`src/rtl/alu_arbiter_if.sv`:
```
// Bundle for the two ALU requesters, the shared result path and the ALU operand/result bus.
// slave: the arbiter side. master: the requesters plus the ALU.
interface alu_arbiter_if #(
  parameter int W = 32
);
  // requester side
  logic         req0;
  logic         req1;
  logic [W-1:0] x0;
  logic [W-1:0] y0;
  logic [W-1:0] x1;
  logic [W-1:0] y1;
  logic [5:0]   funct0;
  logic [5:0]   funct1;
  logic [4:0]   shamt0;
  logic [4:0]   shamt1;
  logic         ack0;
  logic         ack1;
  logic [W-1:0] res_r;
  logic         res_overflow;
  logic         res_zero;
  logic         busy;
  // ALU side
  logic [W-1:0] alu_x;
  logic [W-1:0] alu_y;
  logic [5:0]   alu_funct;
  logic [4:0]   alu_shamt;
  logic [W-1:0] alu_r;
  logic         alu_overflow;
  logic         alu_zero;

  modport slave (
    input  req0, req1, x0, y0, x1, y1, funct0, funct1, shamt0, shamt1,
    input  alu_r, alu_overflow, alu_zero,
    output ack0, ack1, res_r, res_overflow, res_zero, busy,
    output alu_x, alu_y, alu_funct, alu_shamt
  );

  modport master (
    output req0, req1, x0, y0, x1, y1, funct0, funct1, shamt0, shamt1,
    output alu_r, alu_overflow, alu_zero,
    input  ack0, ack1, res_r, res_overflow, res_zero, busy,
    input  alu_x, alu_y, alu_funct, alu_shamt
  );
endinterface

```
`src/rtl/alu_arbiter.sv`:
```
// Round-robin sharing of one combinational ALU between two requesters.
// One operation in flight: IDLE (grant + latch operands) -> EXEC (capture
// ALU outputs) -> RESP (one-cycle ack to the grantee) -> IDLE.
module alu_arbiter #(
  parameter int W        = 32,
  parameter bit PRIO_RST = 1'b0
) (
  input logic         clk,
  input logic         rst,
  alu_arbiter_if.slave bus
);

  typedef enum logic [1:0] {
    IDLE = 2'd0,
    EXEC = 2'd1,
    RESP = 2'd2
  } state_t;

  state_t       state;
  logic         rr;      // requester favoured on the next contention
  logic         gnt;     // requester owning the operation in flight
  logic         win;
  logic [W-1:0] win_x;
  logic [W-1:0] win_y;
  logic [5:0]   win_funct;
  logic [4:0]   win_shamt;

  // Pick the winner: a lone requester wins, contention goes to the pointer.
  always_comb begin
    win = 1'b0;
    if (bus.req0 && bus.req1) begin
      win = rr;
    end else if (bus.req1) begin
      win = 1'b1;
    end else begin
      win = 1'b0;
    end
  end

  // Route the winner's operands toward the operand registers.
  always_comb begin
    win_x     = bus.x0;
    win_y     = bus.y0;
    win_funct = bus.funct0;
    win_shamt = bus.shamt0;
    if (win) begin
      win_x     = bus.x1;
      win_y     = bus.y1;
      win_funct = bus.funct1;
      win_shamt = bus.shamt1;
    end else begin
      win_x     = bus.x0;
      win_y     = bus.y0;
      win_funct = bus.funct0;
      win_shamt = bus.shamt0;
    end
  end

  // Arbiter FSM with all outputs registered; reset applies in every state.
  always_ff @(posedge clk) begin
    if (!rst) begin
      state            <= IDLE;
      rr               <= PRIO_RST;
      gnt              <= 1'b0;
      bus.ack0         <= 1'b0;
      bus.ack1         <= 1'b0;
      bus.busy         <= 1'b0;
      bus.res_r        <= {W{1'b0}};
      bus.res_overflow <= 1'b0;
      bus.res_zero     <= 1'b0;
      bus.alu_x        <= {W{1'b0}};
      bus.alu_y        <= {W{1'b0}};
      bus.alu_funct    <= 6'd0;
      bus.alu_shamt    <= 5'd0;
    end else begin
      case (state)
        IDLE: begin
          bus.ack0 <= 1'b0;
          bus.ack1 <= 1'b0;
          if (bus.req0 || bus.req1) begin
            bus.alu_x     <= win_x;
            bus.alu_y     <= win_y;
            bus.alu_funct <= win_funct;
            bus.alu_shamt <= win_shamt;
            gnt           <= win;
            rr            <= ~win;
            bus.busy      <= 1'b1;
            state         <= EXEC;
          end else begin
            bus.busy <= 1'b0;
            state    <= IDLE;
          end
        end
        EXEC: begin
          // Operands have been stable for a full cycle; the ALU has settled.
          bus.res_r        <= bus.alu_r;
          bus.res_overflow <= bus.alu_overflow;
          bus.res_zero     <= bus.alu_zero;
          if (gnt) begin
            bus.ack0 <= 1'b0;
            bus.ack1 <= 1'b1;
          end else begin
            bus.ack0 <= 1'b1;
            bus.ack1 <= 1'b0;
          end
          bus.busy <= 1'b1;
          state    <= RESP;
        end
        RESP: begin
          bus.ack0 <= 1'b0;
          bus.ack1 <= 1'b0;
          bus.busy <= 1'b0;
          state    <= IDLE;
        end
        default: begin
          bus.ack0 <= 1'b0;
          bus.ack1 <= 1'b0;
          bus.busy <= 1'b0;
          state    <= IDLE;
        end
      endcase
    end
  end

endmodule

```
`src/flat_wrapper.sv`:
```
// flat-port wrapper written by rule: the top's interface ports become plain ports
module alu_arbiter_flat 
#(
  parameter int W        = 32,
  parameter bit PRIO_RST = 1'b0
)
  (clk, rst, bus_req0, bus_req1, bus_x0, bus_y0, bus_x1, bus_y1, bus_funct0, bus_funct1, bus_shamt0, bus_shamt1, bus_alu_r, bus_alu_overflow, bus_alu_zero, bus_ack0, bus_ack1, bus_res_r, bus_res_overflow, bus_res_zero, bus_busy, bus_alu_x, bus_alu_y, bus_alu_funct, bus_alu_shamt);
  alu_arbiter_if #(.W(W)) bus_i ();
  input logic clk;
  input logic rst;
  input wire logic [$bits(bus_i.req0)-1:0] bus_req0;
  input wire logic [$bits(bus_i.req1)-1:0] bus_req1;
  input wire logic [$bits(bus_i.x0)-1:0] bus_x0;
  input wire logic [$bits(bus_i.y0)-1:0] bus_y0;
  input wire logic [$bits(bus_i.x1)-1:0] bus_x1;
  input wire logic [$bits(bus_i.y1)-1:0] bus_y1;
  input wire logic [$bits(bus_i.funct0)-1:0] bus_funct0;
  input wire logic [$bits(bus_i.funct1)-1:0] bus_funct1;
  input wire logic [$bits(bus_i.shamt0)-1:0] bus_shamt0;
  input wire logic [$bits(bus_i.shamt1)-1:0] bus_shamt1;
  input wire logic [$bits(bus_i.alu_r)-1:0] bus_alu_r;
  input wire logic [$bits(bus_i.alu_overflow)-1:0] bus_alu_overflow;
  input wire logic [$bits(bus_i.alu_zero)-1:0] bus_alu_zero;
  output wire logic [$bits(bus_i.ack0)-1:0] bus_ack0;
  output wire logic [$bits(bus_i.ack1)-1:0] bus_ack1;
  output wire logic [$bits(bus_i.res_r)-1:0] bus_res_r;
  output wire logic [$bits(bus_i.res_overflow)-1:0] bus_res_overflow;
  output wire logic [$bits(bus_i.res_zero)-1:0] bus_res_zero;
  output wire logic [$bits(bus_i.busy)-1:0] bus_busy;
  output wire logic [$bits(bus_i.alu_x)-1:0] bus_alu_x;
  output wire logic [$bits(bus_i.alu_y)-1:0] bus_alu_y;
  output wire logic [$bits(bus_i.alu_funct)-1:0] bus_alu_funct;
  output wire logic [$bits(bus_i.alu_shamt)-1:0] bus_alu_shamt;
  assign bus_i.req0 = bus_req0;
  assign bus_i.req1 = bus_req1;
  assign bus_i.x0 = bus_x0;
  assign bus_i.y0 = bus_y0;
  assign bus_i.x1 = bus_x1;
  assign bus_i.y1 = bus_y1;
  assign bus_i.funct0 = bus_funct0;
  assign bus_i.funct1 = bus_funct1;
  assign bus_i.shamt0 = bus_shamt0;
  assign bus_i.shamt1 = bus_shamt1;
  assign bus_i.alu_r = bus_alu_r;
  assign bus_i.alu_overflow = bus_alu_overflow;
  assign bus_i.alu_zero = bus_alu_zero;
  assign bus_ack0 = bus_i.ack0;
  assign bus_ack1 = bus_i.ack1;
  assign bus_res_r = bus_i.res_r;
  assign bus_res_overflow = bus_i.res_overflow;
  assign bus_res_zero = bus_i.res_zero;
  assign bus_busy = bus_i.busy;
  assign bus_alu_x = bus_i.alu_x;
  assign bus_alu_y = bus_i.alu_y;
  assign bus_alu_funct = bus_i.alu_funct;
  assign bus_alu_shamt = bus_i.alu_shamt;
  alu_arbiter #(.W(W), .PRIO_RST(PRIO_RST)) u_core (.clk(clk), .rst(rst), .bus(bus_i));
endmodule
```
`config.mk`:
```
export PLATFORM = sky130hd
export DESIGN_NAME = alu_arbiter_flat
export DESIGN_NICKNAME = d
export VERILOG_FILES = /design/src/rtl/alu_arbiter_if.sv /design/src/rtl/alu_arbiter.sv /design/src/flat_wrapper.sv
export SDC_FILE = /design/constraint.sdc
export NUM_CORES = 1
export LEC_CHECK = 0
export ABC_AREA = 1
export CORE_AREA = 2 2 116 118
export CTS_CLUSTER_DIAMETER = 80
export DETAILED_ROUTE_END_ITERATION = 8
export DIE_AREA = 0 0 118 120
export GPL_TIMING_DRIVEN = 0
export PLACE_DENSITY = 0.86
export SLEW_MARGIN = 20
export SYNTH_ARGS = -nofsm -noshare
export SYNTH_HDL_FRONTEND = slang
export SYNTH_SLANG_ARGS = --single-unit
export TNS_END_PERCENT = 10
```
`constraint.sdc`:
```
create_clock -name clk -period 3.8 [get_ports clk]
set_clock_uncertainty 0.05 [all_clocks]
set_input_delay 0.76 -clock clk [delete_from_list [all_inputs] [get_ports clk]]
set_output_delay 0.76 -clock clk [all_outputs]
set_load 0.03 [all_outputs]
```
==> impl_metrics.toml <==
[grt]
grt_max_degree = 17
grt_pass1_vias = 6098
grt.overflow.total = 0
grt_pass1_wl_mm = 30.5
grt_use_total = 0.272
antenna_found_initial = 0

[setup_path]
slowest_delay_ps = 730
crit_end = "bus_alu_x[22]"
startpoint = "u_core.bus.alu_x[22]$_SDFFE_PN0P_"
regToRegEndpoint = "u_core.bus.alu_y[26]$_SDFFE_PN0P_"
path_max_fanout = 2
regToRegStartpoint = "u_core.rr$_SDFFE_PN0P_"
crit_chain = "clkdlybuf4s50_1"
cp_num_cells = 1
endpoint_kind = "output pin"
critPathTopFamily = "buffers and inverters"
crit_buf_inv = 1
slowest_stage = "clkdlybuf4s50_1"
rr_worst_depth = 8
arrival_ps = 1490
critPathKind = "reg2out"
required_ps = 2990
cp-start-kind = "flop"
ff2ff_setup_slack_ps = 2240

[routing]
drt_iter0_drc = 442
drt-total-wl_mm = 19.4
dr_total_vias = 6346
drc = 0
vias_per_cell = 5.01
wl_per_cell_microns = 15.3
ant_nets = 0
firstDrtPassIters = 8

[synthesis]
synth_seq_area_share = 0.436
netlist_instances = 761
syn-num-nets = 949
synth_top_area_cell = "dfxtp_1"
synth_area_leaders = "dfxtp_1, nand3_1, nand2_1, nand4_1, inv_1"
yosysWarnings = 0
synth_area_per_cell_sq_um = 7.00
synth.distinct_cells = 19
synth_top_area_share = 0.436
synth_seq_cells = 116
netlist_area_sq_um = 5330

[layout]
area.growth.synth_to_final_pct = 71.5
diodes = 0
final_cell_mix = "clkdlybuf4s50_1, nand2_1, nand3_1"
final_common_cell = "clkdlybuf4s50_1"
num-fill-cells = 1051
nets = 1265
design_area_sq_um = 9130
drive_gt1_frac = 0.0761

[hold_path]
hold_path.class = "reg2reg"

[floorplan]
core.rowCount = 42
die_width_microns = 118
dieHeight_microns = 120
die_area_sq_um = 14200
core-area_sq_um = 13000
initial_core_util = 0.410
io_pins = 300

[clock_tree]
root_buffer = "clkbuf_16"
clk_path_buf_depth = 2
clk_latency_ps = 410
numCtsBuffers = 17
cts_hold_buffers = 0
tritoncts = "built"
cts_max_level = 4
cts_resized = 0
clock_sinks = 116
clkTransAtPathRegs_ps = 60
post_cts_buffers = 0

[sta]
hold_violations = 0
slew_headroom = 0.598
setup_violations = 0
slew_violations = 0
rsz0062_at_grt = "no"
final.period_utilization = 0.604
fmax_mhz = 435
fin_tns_setup_ps = 0
tightest_slew_ps = 603
min_period_ps = 2300

[job]
cap_violations = 0

[power]
vdd_drop_max_v = 0.000413
leakage_nw = 4.18
power.density_nw_per_um2 = 465

[placed_design]
portBuffers = 297
gp_congestion = 0.879
placed_area_sq_um = 8520
dp_hpwl_mm = 14.3

[status]
outcome = "finished, final reports clean"
## registers in the layout, summed over array words and instances, names as in the netlist
signal	cells
u_core.bus.ack1	1
u_core.bus.alu_x	32
u_core.bus.ack0	1
u_core.bus.busy	1
u_core.bus.alu_shamt	5
u_core.bus.alu_y	32
u_core.bus.res_r	32
u_core.bus.alu_funct	6
u_core.gnt	1
u_core.rr	1
u_core.bus.res_zero	1
u_core.bus.res_overflow	1
u_core.state	2
## report_power, final
group / switching, mW / total [mW] / internal, mW / leakage (nW)
clock: 0.599 / 1.65 / 1.05 / 0.297
sequential: 0.0595 / 1.40 / 1.34 / 0.957
combinational: 0.662 / 1.19 / 0.533 / 2.92
total: 1.32 / 4.24 / 2.92 / 4.18
## routing by layer
| layer | vias to the layer above | part of all wire | global-route usage |
|---|---|---|---|
| met2 | 305 | 0.50 | 0.484 |
| met4 | 0 | 0.027 | 0.112 |
| li1 | 3138 | - | - |
| met5 | - | 0 | 0 |
| met3 | 41 | 0.091 | 0.102 |
| met1 | 2862 | 0.38 | 0.291 |
## cell usage after synthesis
cell	n
o21ai_1	5
buf_4	5
o21ai_4	1
inv_2	1
inv_1	81
a21oi_1	2
nor2_4	2
clkbuf_1	20
nand4_1	75
o21ai_0	30
buf_2	30
nand2_2	2
nand2_1	155
nor2_2	1
nor2_1	72
dfxtp_1	116
nand3_1	151
buf_1	3
buf_6	9
## stage by stage
step / util / setup slack, ps / cells / hold WS (ps) / total power [mW]
global placement: 0.656 / 1370 / 1234 / 384 / 2.59
floorplan: - / 2050 / 761 / 363 / 2.06
global route: 0.704 / 1460 / 1266 / 433 / 4.43
detailed placement: 0.656 / 1360 / 1234 / 395 / 2.60
finish: 0.704 / 1500 / 1266 / 415 / 4.24
CTS: 0.704 / 1480 / 1266 / 413 / 4.27
## cell type report
type,instances,area [sq um],share of cell area
buffer,67,375,0.0411
clock buffer,18,439,0.0481
clock inverter,14,176,0.0193
inverter,82,308,0.0337
multi-input combinational,496,2320,0.254
sequential,116,2320,0.254
tap,176,220,0.0241
timing repair buffer,297,2970,0.325
## tightest hold or removal path, stage by stage, from the launching register on
cell and delay, ps:
dfxtp_1 330, inv_1 60, nor2_1 40
## how the worst min path moves through the flow
stage	startpoint	slack [ps]	cells after the start	end
floorplan	u_core.gnt$_SDFFE_PN0P_	360	1	u_core.bus.ack0$_SDFF_PN0_
global placement	u_core.gnt$_SDFFE_PN0P_	380	2	u_core.bus.ack1$_SDFF_PN0_
detailed placement	u_core.gnt$_SDFFE_PN0P_	400	2	u_core.bus.ack1$_SDFF_PN0_
CTS	u_core.gnt$_SDFFE_PN0P_	410	2	u_core.bus.ack1$_SDFF_PN0_
global route	u_core.gnt$_SDFFE_PN0P_	430	2	u_core.bus.ack1$_SDFF_PN0_
finish	u_core.gnt$_SDFFE_PN0P_	410	2	u_core.bus.ack1$_SDFF_PN0_
## kinds of logic (layout without fill, tap and decap cells)
family                 after synthesis  in the layout  share of synthesized area
AOI/OAI and AO/OA                   38             38                     0.0378
buffers and inverters              149            478                      0.128
DFF                                116            116                      0.436
and+or+nand+nor                    458            458                      0.398
Power figures use the tool's default switching activity.
